--- src/rtl/router_pkg.sv ---
// Shared router definitions used by the per-destination output buffers.
//   data_size        : byte width of the router datapath
//   pkt_length_bits  : width of the length field in a header byte
//   pkt_addr_bits    : remaining header bits, the destination address
//   pkt_hdr_t        : header byte layout {addr, len}
//   rd_state_t       : replay FSM states
package router_pkg;

  localparam int data_size          = 8;
  localparam int pkt_length_bits    = 5;
  localparam int pkt_addr_bits      = data_size - pkt_length_bits;
  localparam int depth_log2         = 6;
  localparam int almost_full_margin = 4;

  typedef struct packed {
    logic [pkt_addr_bits-1:0]   addr;
    logic [pkt_length_bits-1:0] len;
  } pkt_hdr_t;

  typedef enum logic [1:0] {
    IDLE,
    HDR,
    PAY
  } rd_state_t;

  // Payload length carried in a header byte.
  function automatic logic [pkt_length_bits-1:0] hdr_len(input pkt_hdr_t h);
    return h.len;
  endfunction

endpackage

--- src/rtl/pkt_out_fifo_if.sv ---
// Bundle of the write, replay and status signals of one output buffer.
//   master : drives clr_errors, wr_en, data_in, rd_req; observes the rest
//   slave  : the buffer itself
interface pkt_out_fifo_if #(
  parameter int width = router_pkg::data_size
) ();

  logic             clr_errors;
  logic             wr_en;
  logic [width-1:0] data_in;
  logic             rd_req;
  logic [width-1:0] data_out;
  logic             data_valid;
  logic             pkt_avail;
  logic             full;
  logic             almost_full;
  logic             empty;
  logic             overflow_err;
  logic             len_err;

  modport master (
    output clr_errors, wr_en, data_in, rd_req,
    input  data_out, data_valid, pkt_avail, full, almost_full, empty,
           overflow_err, len_err
  );

  modport slave (
    input  clr_errors, wr_en, data_in, rd_req,
    output data_out, data_valid, pkt_avail, full, almost_full, empty,
           overflow_err, len_err
  );

endinterface

--- src/rtl/sync_fifo_mem.sv ---
// Single-clock byte store with wrapping read/write pointers.
//   push/push_data : write one entry (ignored when full)
//   pop/pop_data   : pop_data shows the head entry; pop advances past it
//   occupancy      : wr_ptr - rd_ptr
//   full, almost_full, empty : decoded from the registered pointers
module sync_fifo_mem #(
  parameter int width              = router_pkg::data_size,
  parameter int depth_log2         = router_pkg::depth_log2,
  parameter int almost_full_margin = router_pkg::almost_full_margin
) (
  input  logic             clk,
  input  logic             rstn,
  input  logic             push,
  input  logic [width-1:0] push_data,
  input  logic             pop,
  output logic [width-1:0] pop_data,
  output logic [depth_log2:0] occupancy,
  output logic             full,
  output logic             almost_full,
  output logic             empty
);

  localparam logic [depth_log2:0] depth_c = (depth_log2+1)'(2**depth_log2);
  localparam logic [depth_log2:0] af_c    = depth_c - (depth_log2+1)'(almost_full_margin);
  localparam logic [depth_log2:0] one_c   = (depth_log2+1)'(1);

  logic [width-1:0]    mem [2**depth_log2];
  logic [depth_log2:0] wr_ptr;
  logic [depth_log2:0] rd_ptr;

  // The extra pointer bit separates full from empty when the indices match.
  assign occupancy   = wr_ptr - rd_ptr;
  assign full        = (occupancy == depth_c);
  assign almost_full = (occupancy >= af_c);
  assign empty       = (occupancy == '0);
  assign pop_data    = mem[rd_ptr[depth_log2-1:0]];

  // NOTE: storage has no reset; pointers alone define which entries are live.
  always_ff @(posedge clk) begin
    if (push && !full) mem[wr_ptr[depth_log2-1:0]] <= push_data;
  end

  // NOTE: non-blocking assignments so every register samples pre-edge values.
  always_ff @(posedge clk or negedge rstn) begin
    if (!rstn) begin
      wr_ptr <= '0;
      rd_ptr <= '0;
    end else begin
      if (push && !full) wr_ptr <= wr_ptr + one_c;
      if (pop && !empty) rd_ptr <= rd_ptr + one_c;
    end
  end

endmodule

--- src/rtl/pkt_out_fifo.sv ---
// Per-destination output buffer: stores whole packets, counts completed
// packets and replays the oldest one as a gapless burst on rd_req.
//   clk, rstn : clock, asynchronous active-low reset
//   bus       : pkt_out_fifo_if.slave (write side, replay side, status/errors)
module pkt_out_fifo
  import router_pkg::*;
#(
  parameter int fifo_depth_log2 = router_pkg::depth_log2,
  parameter int af_margin       = router_pkg::almost_full_margin
) (
  input  logic           clk,
  input  logic           rstn,
  pkt_out_fifo_if.slave  bus
);

  localparam logic [fifo_depth_log2:0]  cnt_one = (fifo_depth_log2+1)'(1);
  localparam logic [pkt_length_bits-1:0] rem_one = pkt_length_bits'(1);

  logic                       wr_en_q;
  logic                       sop, eop;
  logic                       mem_full, mem_empty;
  logic [data_size-1:0]       mem_rd;
  logic [fifo_depth_log2:0]   occupancy;
  logic [fifo_depth_log2:0]   pkt_count;
  logic [pkt_length_bits-1:0] rem;
  rd_state_t                  state;
  logic                       start, done, pop;

  assign sop = bus.wr_en && !wr_en_q;
  assign eop = wr_en_q && !bus.wr_en;

  // pkt_avail lags pkt_count by one cycle, so a request right after the last
  // packet drained must also see the live count.
  assign start = (state == IDLE) && bus.rd_req && bus.pkt_avail && (pkt_count != '0);
  assign done  = (state != IDLE) && (rem == '0);
  assign pop   = start || ((state != IDLE) && (rem != '0));

  sync_fifo_mem #(
    .width              (data_size),
    .depth_log2         (fifo_depth_log2),
    .almost_full_margin (af_margin)
  ) u_mem (
    .clk         (clk),
    .rstn        (rstn),
    .push        (bus.wr_en),
    .push_data   (bus.data_in),
    .pop         (pop),
    .pop_data    (mem_rd),
    .occupancy   (occupancy),
    .full        (mem_full),
    .almost_full (bus.almost_full),
    .empty       (mem_empty)
  );

  assign bus.full  = mem_full;
  assign bus.empty = mem_empty;

  // Write-side tracking, packet counter and sticky errors.
  always_ff @(posedge clk or negedge rstn) begin
    if (!rstn) begin
      wr_en_q          <= 1'b0;
      pkt_count        <= '0;
      bus.pkt_avail    <= 1'b0;
      bus.overflow_err <= 1'b0;
      bus.len_err      <= 1'b0;
    end else begin
      wr_en_q       <= bus.wr_en;
      bus.pkt_avail <= (pkt_count != '0);
      case ({eop, done})
        2'b10:   pkt_count <= pkt_count + cnt_one;
        2'b01:   pkt_count <= pkt_count - cnt_one;
        default: pkt_count <= pkt_count;
      endcase
      // A new error event wins over a clear in the same cycle.
      bus.overflow_err <= (bus.wr_en && mem_full) ||
                          (bus.overflow_err && !bus.clr_errors);
      bus.len_err      <= (sop && hdr_len(pkt_hdr_t'(bus.data_in)) == '0) ||
                          (bus.len_err && !bus.clr_errors);
    end
  end

  // Replay FSM: HDR presents the header, PAY the payload; rem counts the
  // payload bytes still to pop, so the burst is 1+len back-to-back bytes.
  always_ff @(posedge clk or negedge rstn) begin
    if (!rstn) begin
      state          <= IDLE;
      rem            <= '0;
      bus.data_out   <= '0;
      bus.data_valid <= 1'b0;
    end else begin
      case (state)
        IDLE: begin
          bus.data_valid <= 1'b0;
          if (start) begin
            bus.data_out   <= mem_rd;
            bus.data_valid <= 1'b1;
            rem            <= hdr_len(pkt_hdr_t'(mem_rd));
            state          <= HDR;
          end
        end
        HDR, PAY: begin
          if (rem == '0) begin
            bus.data_valid <= 1'b0;
            state          <= IDLE;
          end else begin
            bus.data_out   <= mem_rd;
            bus.data_valid <= 1'b1;
            rem            <= rem - rem_one;
            state          <= PAY;
          end
        end
        default: state <= IDLE;
      endcase
    end
  end

endmodule

--- src/flat_wrapper.sv ---
// flat-port wrapper written by rule: the top's interface ports become plain ports
module pkt_out_fifo_flat import router_pkg::*;
#(
  parameter int fifo_depth_log2 = router_pkg::depth_log2,
  parameter int af_margin       = router_pkg::almost_full_margin
)
  (clk, rstn, bus_clr_errors, bus_wr_en, bus_data_in, bus_rd_req, bus_data_out, bus_data_valid, bus_pkt_avail, bus_full, bus_almost_full, bus_empty, bus_overflow_err, bus_len_err);
  pkt_out_fifo_if bus_i ();
  input  logic clk;
  input  logic rstn;
  input wire logic [$bits(bus_i.clr_errors)-1:0] bus_clr_errors;
  input wire logic [$bits(bus_i.wr_en)-1:0] bus_wr_en;
  input wire logic [$bits(bus_i.data_in)-1:0] bus_data_in;
  input wire logic [$bits(bus_i.rd_req)-1:0] bus_rd_req;
  output wire logic [$bits(bus_i.data_out)-1:0] bus_data_out;
  output wire logic [$bits(bus_i.data_valid)-1:0] bus_data_valid;
  output wire logic [$bits(bus_i.pkt_avail)-1:0] bus_pkt_avail;
  output wire logic [$bits(bus_i.full)-1:0] bus_full;
  output wire logic [$bits(bus_i.almost_full)-1:0] bus_almost_full;
  output wire logic [$bits(bus_i.empty)-1:0] bus_empty;
  output wire logic [$bits(bus_i.overflow_err)-1:0] bus_overflow_err;
  output wire logic [$bits(bus_i.len_err)-1:0] bus_len_err;
  assign bus_i.clr_errors = bus_clr_errors;
  assign bus_i.wr_en = bus_wr_en;
  assign bus_i.data_in = bus_data_in;
  assign bus_i.rd_req = bus_rd_req;
  assign bus_data_out = bus_i.data_out;
  assign bus_data_valid = bus_i.data_valid;
  assign bus_pkt_avail = bus_i.pkt_avail;
  assign bus_full = bus_i.full;
  assign bus_almost_full = bus_i.almost_full;
  assign bus_empty = bus_i.empty;
  assign bus_overflow_err = bus_i.overflow_err;
  assign bus_len_err = bus_i.len_err;
  pkt_out_fifo #(.fifo_depth_log2(fifo_depth_log2), .af_margin(af_margin)) u_core (.clk(clk), .rstn(rstn), .bus(bus_i));
endmodule
--- config.mk ---
export PLATFORM = sky130hd
export DESIGN_NAME = pkt_out_fifo_flat
export DESIGN_NICKNAME = d
export VERILOG_FILES = /design/src/rtl/router_pkg.sv /design/src/rtl/pkt_out_fifo_if.sv /design/src/rtl/sync_fifo_mem.sv /design/src/rtl/pkt_out_fifo.sv /design/src/flat_wrapper.sv
export SDC_FILE = /design/constraint.sdc
export NUM_CORES = 1
export LEC_CHECK = 0
export BUFFER_PORTS_ARGS = -buffer_cell sky130_fd_sc_hd__clkbuf_2
export CAP_MARGIN = 0
export CORE_UTILIZATION = 45
export DETAILED_ROUTE_END_ITERATION = 10
export GPL_TIMING_DRIVEN = 0
export PLACE_DENSITY = 0.62
export SYNTH_ARGS = -nofsm -noshare
export SYNTH_HDL_FRONTEND = slang
export SYNTH_SLANG_ARGS = --single-unit
--- constraint.sdc ---
create_clock -name clk -period 7.04 [get_ports clk]
set_clock_uncertainty 0.05 [all_clocks]
set_input_delay 1.76 -clock clk [delete_from_list [all_inputs] [get_ports clk]]
set_output_delay 1.76 -clock clk [all_outputs]
set_load 0.03 [all_outputs]
-- Word-level counts from Yosys, hierarchy flattened
Memories as Yosys holds them, arrays and structs flattened.
Cells that the tools add are included.
- register bits: 41
- memories: 1
- output and inout port bits: 15
- bits of input ports: 13
- logic and storage cells: 73
- bits in writable memories: 512
- equality and inequality tests: 7
- muxes and demuxes: 15
- add/sub/neg operators: 6
- $lt $le $gt $ge: 1
- reduce and logical (&&, ||, !) cells: 32
- memories (name ; depth ; width ; rd ports ; clocked after memory_dff ; wr ports ; RTL line ; source):
    u_core.u_mem.mem ; 64 ; 8 ; 1 ; 0 ; 1 ; sync_fifo_mem.sv:27 ; logic [width-1:0] mem [2**depth_log2];
- operators with widths (operator ; number):
    adder 7 x 1 -> 7 bit (second input constant) ; 3
    two-way mux 8 bit ; 2
    case mux 8 bit (2 select lines) ; 1
    case mux 7 bit (2 select lines) ; 1
    logical AND 1 bit ; 13
    logical NOT 5 bit ; 2
    two-way mux 5 bit ; 2
    case mux 5 bit (2 select lines) ; 1
    equality test 7 bit (second input constant) ; 1
    greater-or-equal comparator 7 x 6 -> 1 bit (second input constant) ; 1
    logical NOT 7 bit ; 1
    nonzero test 7 bit ; 1
    subtractor 7 x 1 -> 7 bit (second input constant) ; 1
    subtractor 7 bit ; 1
    nonzero test 2 bit ; 3
    logical NOT 1 bit ; 5
    nonzero test 5 bit ; 1
    subtractor 5 x 1 -> 5 bit (second input constant) ; 1
    equality test 2 x 1 -> 1 bit (second input constant) ; 2
    equality test 2 bit (second input constant) ; 2
    two-way mux 1 bit ; 4
    two-way mux 2 bit ; 2
    case mux 2 bit (2 select lines) ; 1
    logical OR 1 bit ; 3
    other kinds (6) ; 6

-- Logic depth before layout (Yosys ltp)
Gate-level depths: netlist (run 1).
- depth after elaboration: 6
- mapped depth: 15
- mapped depth without buffers: 14

-- Cells and area by module
A second synthesis (run 1) with hierarchy kept.
- cell total of the unflattened synthesis: 1166
- area, all modules: 22387.7 sq um
- by module, submodules not included (module ; area an instance (sq um) ; seq. area each (sq um) ; times used ; cells each):
    sync_fifo_mem ; 20812.5 ; 15725.1 ; 1 ; 1019
    pkt_out_fifo ; 1575.3 ; 675.6 ; 1 ; 147

-- Least setup slack after synthesis (run 1)
Ideal clock, no wire load.
- kind: register to output
- start: register u_core.u_mem.rd_ptr[1]
- end: output port bus_empty
- buffers on the path: 3
- cell stages (with the launch flop): 12
- arrival time: 3.146 ns
- required time: 5.230 ns
- path slack: 2.084 ns
- path through: dfrtp_1 buf_2 clkbuf_1 buf_2 inv_1 ha_1 nor2b_1 o21a_1 o2111ai_1 and3_1 or2_2 nor3_1
- cells in the longest elaborated chain, start to end: 2
- ends and longest elaborated chain (item ; RTL line ; source):
    start, declared ; sync_fifo_mem.sv:29 ; logic [depth_log2:0] rd_ptr;
    start signal, assigned ; sync_fifo_mem.sv:50 ; if (pop && !empty) rd_ptr <= rd_ptr + one_c;
    subtractor 7 bit ; sync_fifo_mem.sv:32 ; assign occupancy = wr_ptr - rd_ptr;
    logical NOT 7 bit ; sync_fifo_mem.sv:35 ; assign empty = (occupancy == '0);
    end, declared ; flat_wrapper.sv:20 ; output wire logic [$bits(bus_i.empty)-1:0] bus_empty;
No other way between the ends.

-- Worst setup path after layout (run 1)
- start: register u_core.u_mem.rd_ptr[2]
- end: output port bus_full
- cells in the longest elaborated chain, start to end: 2
- ends and longest elaborated chain (item ; RTL line ; source):
    subtractor 7 bit ; sync_fifo_mem.sv:32 ;
    equality test 7 bit ; sync_fifo_mem.sv:33 ; assign full = (occupancy == depth_c);
    end, declared ; flat_wrapper.sv:18 ; output wire logic [$bits(bus_i.full)-1:0] bus_full;
No other way between the ends.

==> results.cfg, run 1 <==
[outcome]
outcome = complete, no violations

[place]
port_buffers = 27
hpwl_mm = 36.3
gp_congestion = 0.951

[detailed_routing]
route.detailed.drc = 0
wire_per_inst_um = 29.2
route.vias.total = 11800
drt_wl_total_mm = 57.4
dr.pass1.iters = 5
dr_wl_met2_mm = 26.5
ant_nets = 0
wl_met3_mm = 4.41
viasPerCell = 6.01
drtIter0Drc = 1472
top_layer = met4
met1_length_mm = 24.8

[logic_synthesis]
ys_async_sr_fraction_pct = 7.41
yosysTopAreaCellShare_pct = 68.6
syn_nets = 1191
synthCells = 1162
yosys_warnings = 0
ys_top_cells_by_area = edfxtp_1 69%, mux4_2 14%, dfrtp_1 4.6%
synth_seq_area_share_pct = 73.2
syn_area_um2 = 22400
synth_top_area_cell = edfxtp_1
synth_edf_count = 512
ys.flop_type = edfxtp_1
synth.distinct_cells = 68
synth_area_per_cell_um2 = 19.3
ys_ff_latch = 553

[finish]
fillerInstances = 3957
layout.nets = 1287
fin_util_pct = 51.6
area_delta_synth_final_pct = 12.9
antennaDiodeCount = 0
drive_above_1_share_pct = 23.9

[worst_setup_path]
endpoint_kind = output pin
critPathArrivalTime_ns = 5.05
criticalPathCategory = reg -> out
cp.required_ns = 5.23
slowest_delay_ns = 0.82
start_kind = flop
cp_max_fo = 10
cp_slowest_cell = buf_1
cp_cell_sequence = clkinv_1 > clkbuf_1 > buf_1 > ha_1 > o21a_1 > or4_1 > a211oi_1 > o21ai_1 > inv_2 > clkbuf_2

[clock_network]
clkSlewWorstSetupHoldPaths_ns = 0.07
ctsHoldBuffers = 0
cts_buffers = 56
cts-root-buf = clkbuf_16
h-tree-depth = 2
clkSinkCount = 553
cts_tree = yes
clock_latency_ns = 0.62
cts_buffer_depth = 3
cts_setup_buffers = 0

[timing]
min_period_over_period_pct = 97.4
setup_tns_ns = 0
max_freq_ghz = 0.146
final_max_slew_viol_count = 0
finalCriticalPeriod_ns = 6.86
slew_headroom_pct = 6.06
worst_pin_slew_ns = 1.41
setup_viol = 0
hold_viol_final = 0
rsz0062_at_grt = no

[grt]
grt_max_degree = 66
grt_pass1_wl_mm = 82.5
grt_usage_pct = 23.2
antenna_found_initial = 0
grt_overflow = 0
grt_pass1_vias = 11500

[pwr]
p_leak_nw = 8.16
ir_drop_mv = 0.215
power_density_nw_per_um2 = 422

[floorplanning]
core_area_um2 = 49100
die_y_um = 225
pin_count = 28
start_util_pct = 45.7
die_area_um2 = 50700
rows = 81
die_w_um = 225

[run]
maxCapViolCount = 0

[worst_hold_path]
min_path_type = reg -> reg
## stage by stage
stage,hold slack (ns),cells,area (µm²),total power (W),worst slack (ns)
detailed placement,0.396,1861,23500,0.00785,0.807
global route,0.416,1965,25300,0.0111,0.0785
finish,0.404,1965,25300,0.0107,0.183
global placement,0.396,1853,23400,0.00780,0.580
CTS,0.406,1962,25200,0.0107,0.139
floorplan,0.381,1162,22400,0.00648,2.08
## report_power, final
| group | total [W] | switching (W) | internal, W |
|---|---|---|---|
| clock network | 0.00287 | 0.00126 | 0.00161 |
| logic | 0.00388 | 0.00240 | 0.00148 |
| registers | 0.00394 | 0.000117 | 0.00382 |
## synth_stat cells, drive strengths merged (7+ instances only)
cell and n:
a21oi 17, a22oi 14, buf 27, clkbuf 37
dfrtp 41, edfxtp 512, ha 16, inv 14
mux2i 26, mux4 140, nand2 51, nand2b 7
nand3 19, nand4 7, nor2 85, nor2b 8
nor3 11, nor4 11, o21ai 20, xnor2 15
xor2 10
## metal layers
metal	up-vias	global-route usage (%)
met5	-	0
met4	0	6.91
met3	84	4.50
met1	6279	34.0
li1	4922	-
met2	525	35.5
## what timing repair did
action                                  in CTS  in global routing
endpoints found under the setup margin       0                  1
endpoints found under the hold margin        0                  0
gates resized for setup                      0                  0
## layout by cell type, fill, tap and decap left out, types with 5 or more instances in the layout
cell	instances
a21oi_1	17
a22oi_1	14
a31oi_1	5
buf_2	14
buf_4	14
buf_6	7
clkbuf_1	46
clkbuf_16	56
clkbuf_2	23
clkinv_1	11
clkinv_2	11
clkinvlp_4	5
dfrtp_1	41
edfxtp_1	512
ha_1	16
inv_1	12
mux2i_1	26
mux4_2	140
nand2_1	51
nand2b_1	7
nand3_1	13
nand3_2	6
nand4_1	5
nor2_1	85
nor2b_1	8
nor3_1	11
nor4_2	8
o21ai_0	8
o21ai_1	12
o31ai_1	5
xnor2_1	15
xor2_1	10
## final timing paths
kind                                        start                 endpoint  slack [ns]  depth (start not counted)
max                        u_core.u_mem.rd_ptr[2]                 bus_full        0.18                         10
min                                u_core.wr_en_q       u_core.bus.len_err        0.40                          1
max reg2reg                u_core.u_mem.rd_ptr[2]  u_core.u_mem.mem[19][4]        1.40                         13
min reg2reg                        u_core.wr_en_q       u_core.bus.len_err        0.40                          1
max in group asynchronous                    rstn   u_core.u_mem.rd_ptr[1]        4.93                          1
min in group asynchronous                    rstn   u_core.bus.data_out[1]        1.31                          1
## final cells by class
class / count / area [µm²] / share of cell area (%)
Sequential cell: 553 / 16400 / 64.8
Multi-Input combinational cell: 529 / 5680 / 22.4
Inverter: 16 / 60.1 / 0.237
Clock inverter: 35 / 309 / 1.22
Clock buffer: 66 / 1440 / 5.68
Buffer: 63 / 324 / 1.28
Tap cell: 664 / 831 / 3.28
Timing Repair Buffer: 39 / 275 / 1.09
## critical path: cells and delay by family (launching register included)
family / cells / cell delay (ns)
AND/OR/NAND/NOR: 1 / 0.50
adder cells (fa/ha/maj): 1 / 0.43
buffers and inverters: 5 / 2.44
flip-flops: 1 / 0.38
AO/OA/AOI/OAI: 3 / 0.65
## registers in the layout, indices dropped and copies added, names as in the netlist
signal                   flops
u_core.u_mem.mem           512
u_core.bus.data_out          8
u_core.pkt_count             7
u_core.u_mem.rd_ptr          7
u_core.u_mem.wr_ptr          7
u_core.rem                   5
u_core.state                 2
u_core.bus.data_valid        1
u_core.bus.len_err           1
u_core.bus.overflow_err      1
u_core.bus.pkt_avail         1
u_core.wr_en_q               1
## cell families (layout without fill, tap and decap cells)
group,after synthesis,after routing,share of synthesized area [%]
muxes,169,169,15.4
and+or+nand+nor,222,222,4.90
DFF,553,553,73.2
adders and majority gates,16,16,0.893
xor gates and xnor gates,25,25,0.977
buffers and inverters,80,219,1.73
AOI/OAI and AO/OA,97,97,2.96
(Power assumes the default switching activity.)
==> run 2, diff against run 1 <==
Settings changed: HOLD_SLACK_MARGIN set to 0.08, REMOVE_ABC_BUFFERS set to 1.
==> results.cfg, run 2 (synthesis results as in run 1) <==
[outcome]
outcome = complete, no violations

[clock_network]
h-tree-depth = 2
ctsHoldBuffers = 0
clock_latency_ns = 0.60
cts_setup_buffers = 0
cts-root-buf = clkbuf_16
cts_buffer_depth = 3
clkSinkCount = 553
clkSlewWorstSetupHoldPaths_ns = 0.06
cts_tree = yes
cts_buffers = 55

[worst_setup_path]
crit_family = buffers and inverters
start_kind = flop
slowest_delay_ns = 0.98
cp_max_fo = 21
criticalPathCategory = reg -> out
cp_slowest_cell = dfrtp_1
critPathArrivalTime_ns = 4.82
endpoint_kind = output pin
crit_buf_inv = 3
cp_cell_sequence = clkinvlp_4 > ha_1 > nor2b_1 > a221o_1 > a211o_1 > a211oi_1 > o21ai_2 > inv_2 > clkbuf_2
cp.required_ns = 5.23

[floorplanning]
pin_count = 28
rows = 81
die_y_um = 225
core_area_um2 = 49100
start_util_pct = 45.7
die_area_um2 = 50700
die_w_um = 225

[timing]
finalCriticalPeriod_ns = 6.63
rsz0062_at_grt = no
max_freq_ghz = 0.151
worst_pin_slew_ns = 1.32
min_period_over_period_pct = 94.2
hold_viol_final = 0
final_max_slew_viol_count = 0
slew_headroom_pct = 11.9
worst_slack_ns = 0.411
setup_viol = 0

[pwr]
p_leak_nw = 8.18
ir_drop_mv = 0.292
clkPwrFrac_pct = 29.5
comb_power_share_pct = 30.8
power.internal_w = 0.00717
p_seq_share_pct = 39.6
switchingPower_w = 0.00341
power_density_nw_per_um2 = 417
p_sw_share_pct = 32.2

[run]
maxCapViolCount = 0

[finish]
antennaDiodeCount = 0
final_common_cell = edfxtp_1
layout_common_cells = 512 x edfxtp_1, 140 x mux4_2, 85 x nor2_1
layout.cells.non_filler = 1911
layout.nets = 1230
drive_above_1_share_pct = 24.5
area_delta_synth_final_pct = 13.3
largest_register_ffs = 512

[place]
hpwl_mm = 29.4
place_ws_ns = 0.0926
post-place-cells = 1803
gp_congestion = 0.878
port_buffers = 27

[detailed_routing]
drtIter0Drc = 1142
route.detailed.drc = 0
viasPerCell = 5.74
wire_per_inst_um = 25.7
ant_nets = 0
route.vias.total = 11000
drt_wl_total_mm = 49.2
dr.pass1.iters = 5

[grt]
grt_max_degree = 66
grt_pass1_vias = 11000
antenna_found_initial = 0
grt_pass1_wl_mm = 73.4
grt_usage_pct = 20.0
grt_overflow = 0

[worst_hold_path]
min_path_type = reg -> reg
run 2: layout make-up:
type	count	area [µm²]
clock buffers	76	1560
flip-flops and latches	553	16400
fillers	3903	23700
repair buffers	46	460
multi-input cells	529	5680
well taps	664	831
inverters	16	65.1
clock inverters	27	397
run 2: power groups by stage:
stage	clock network [W]	logic [W]	registers [W]
finish	0.00313	0.00326	0.00419
CTS	0.00318	0.00328	0.00420
global placement	0	0.00321	0.00455
global route	0.00331	0.00349	0.00423
detailed placement	0	0.00327	0.00427
floorplan	0	0.00223	0.00436
run 2: timing repair:
action                     4_1_cts  5_1_grt
setup endpoints to repair        2        1
pin swaps                        0        0
resized for setup                1        2
run 2: stage by stage:
stage               hold WS, ns  power, W  util (%)  setup TNS, ns  area, µm²
finish                    0.417    0.0106      51.8              0      25400
global route              0.436    0.0110      51.8              0      25400
CTS                       0.415    0.0107      51.5              0      25300
detailed placement        0.408   0.00754      47.6              0      23300
global placement          0.407   0.00776      47.0       -2496.15      23100
floorplan                 0.381   0.00659         -        -627.38      22100
run 2: worst paths after layout:
check | from | endpoint | slack (ns) | depth (start not counted)
worst max-delay path | u_core.u_mem.rd_ptr[4] | bus_full | 0.41 | 9
worst min-delay path | u_core.wr_en_q | u_core.bus.len_err | 0.42 | 1
worst max register to register | u_core.u_mem.rd_ptr[2] | u_core.u_mem.mem[27][2] | 1.59 | 8
worst min register to register | u_core.wr_en_q | u_core.bus.len_err | 0.42 | 1
max in group asynchronous | rstn | u_core.u_mem.rd_ptr[1] | 4.75 | 1
min in group asynchronous | rstn | u_core.bus.data_out[6] | 1.34 | 1
run 2: per-layer routing:
metal | vias up | share of wire, % | global-route usage (%)
li1 | 4820 | - | -
met1 | 5790 | 45 | 29.9
met2 | 302 | 48 | 31.1
met3 | 59 | 5.6 | 3.53
met4 | 0 | 1.5 | 4.34
met5 | - | 0 | 0
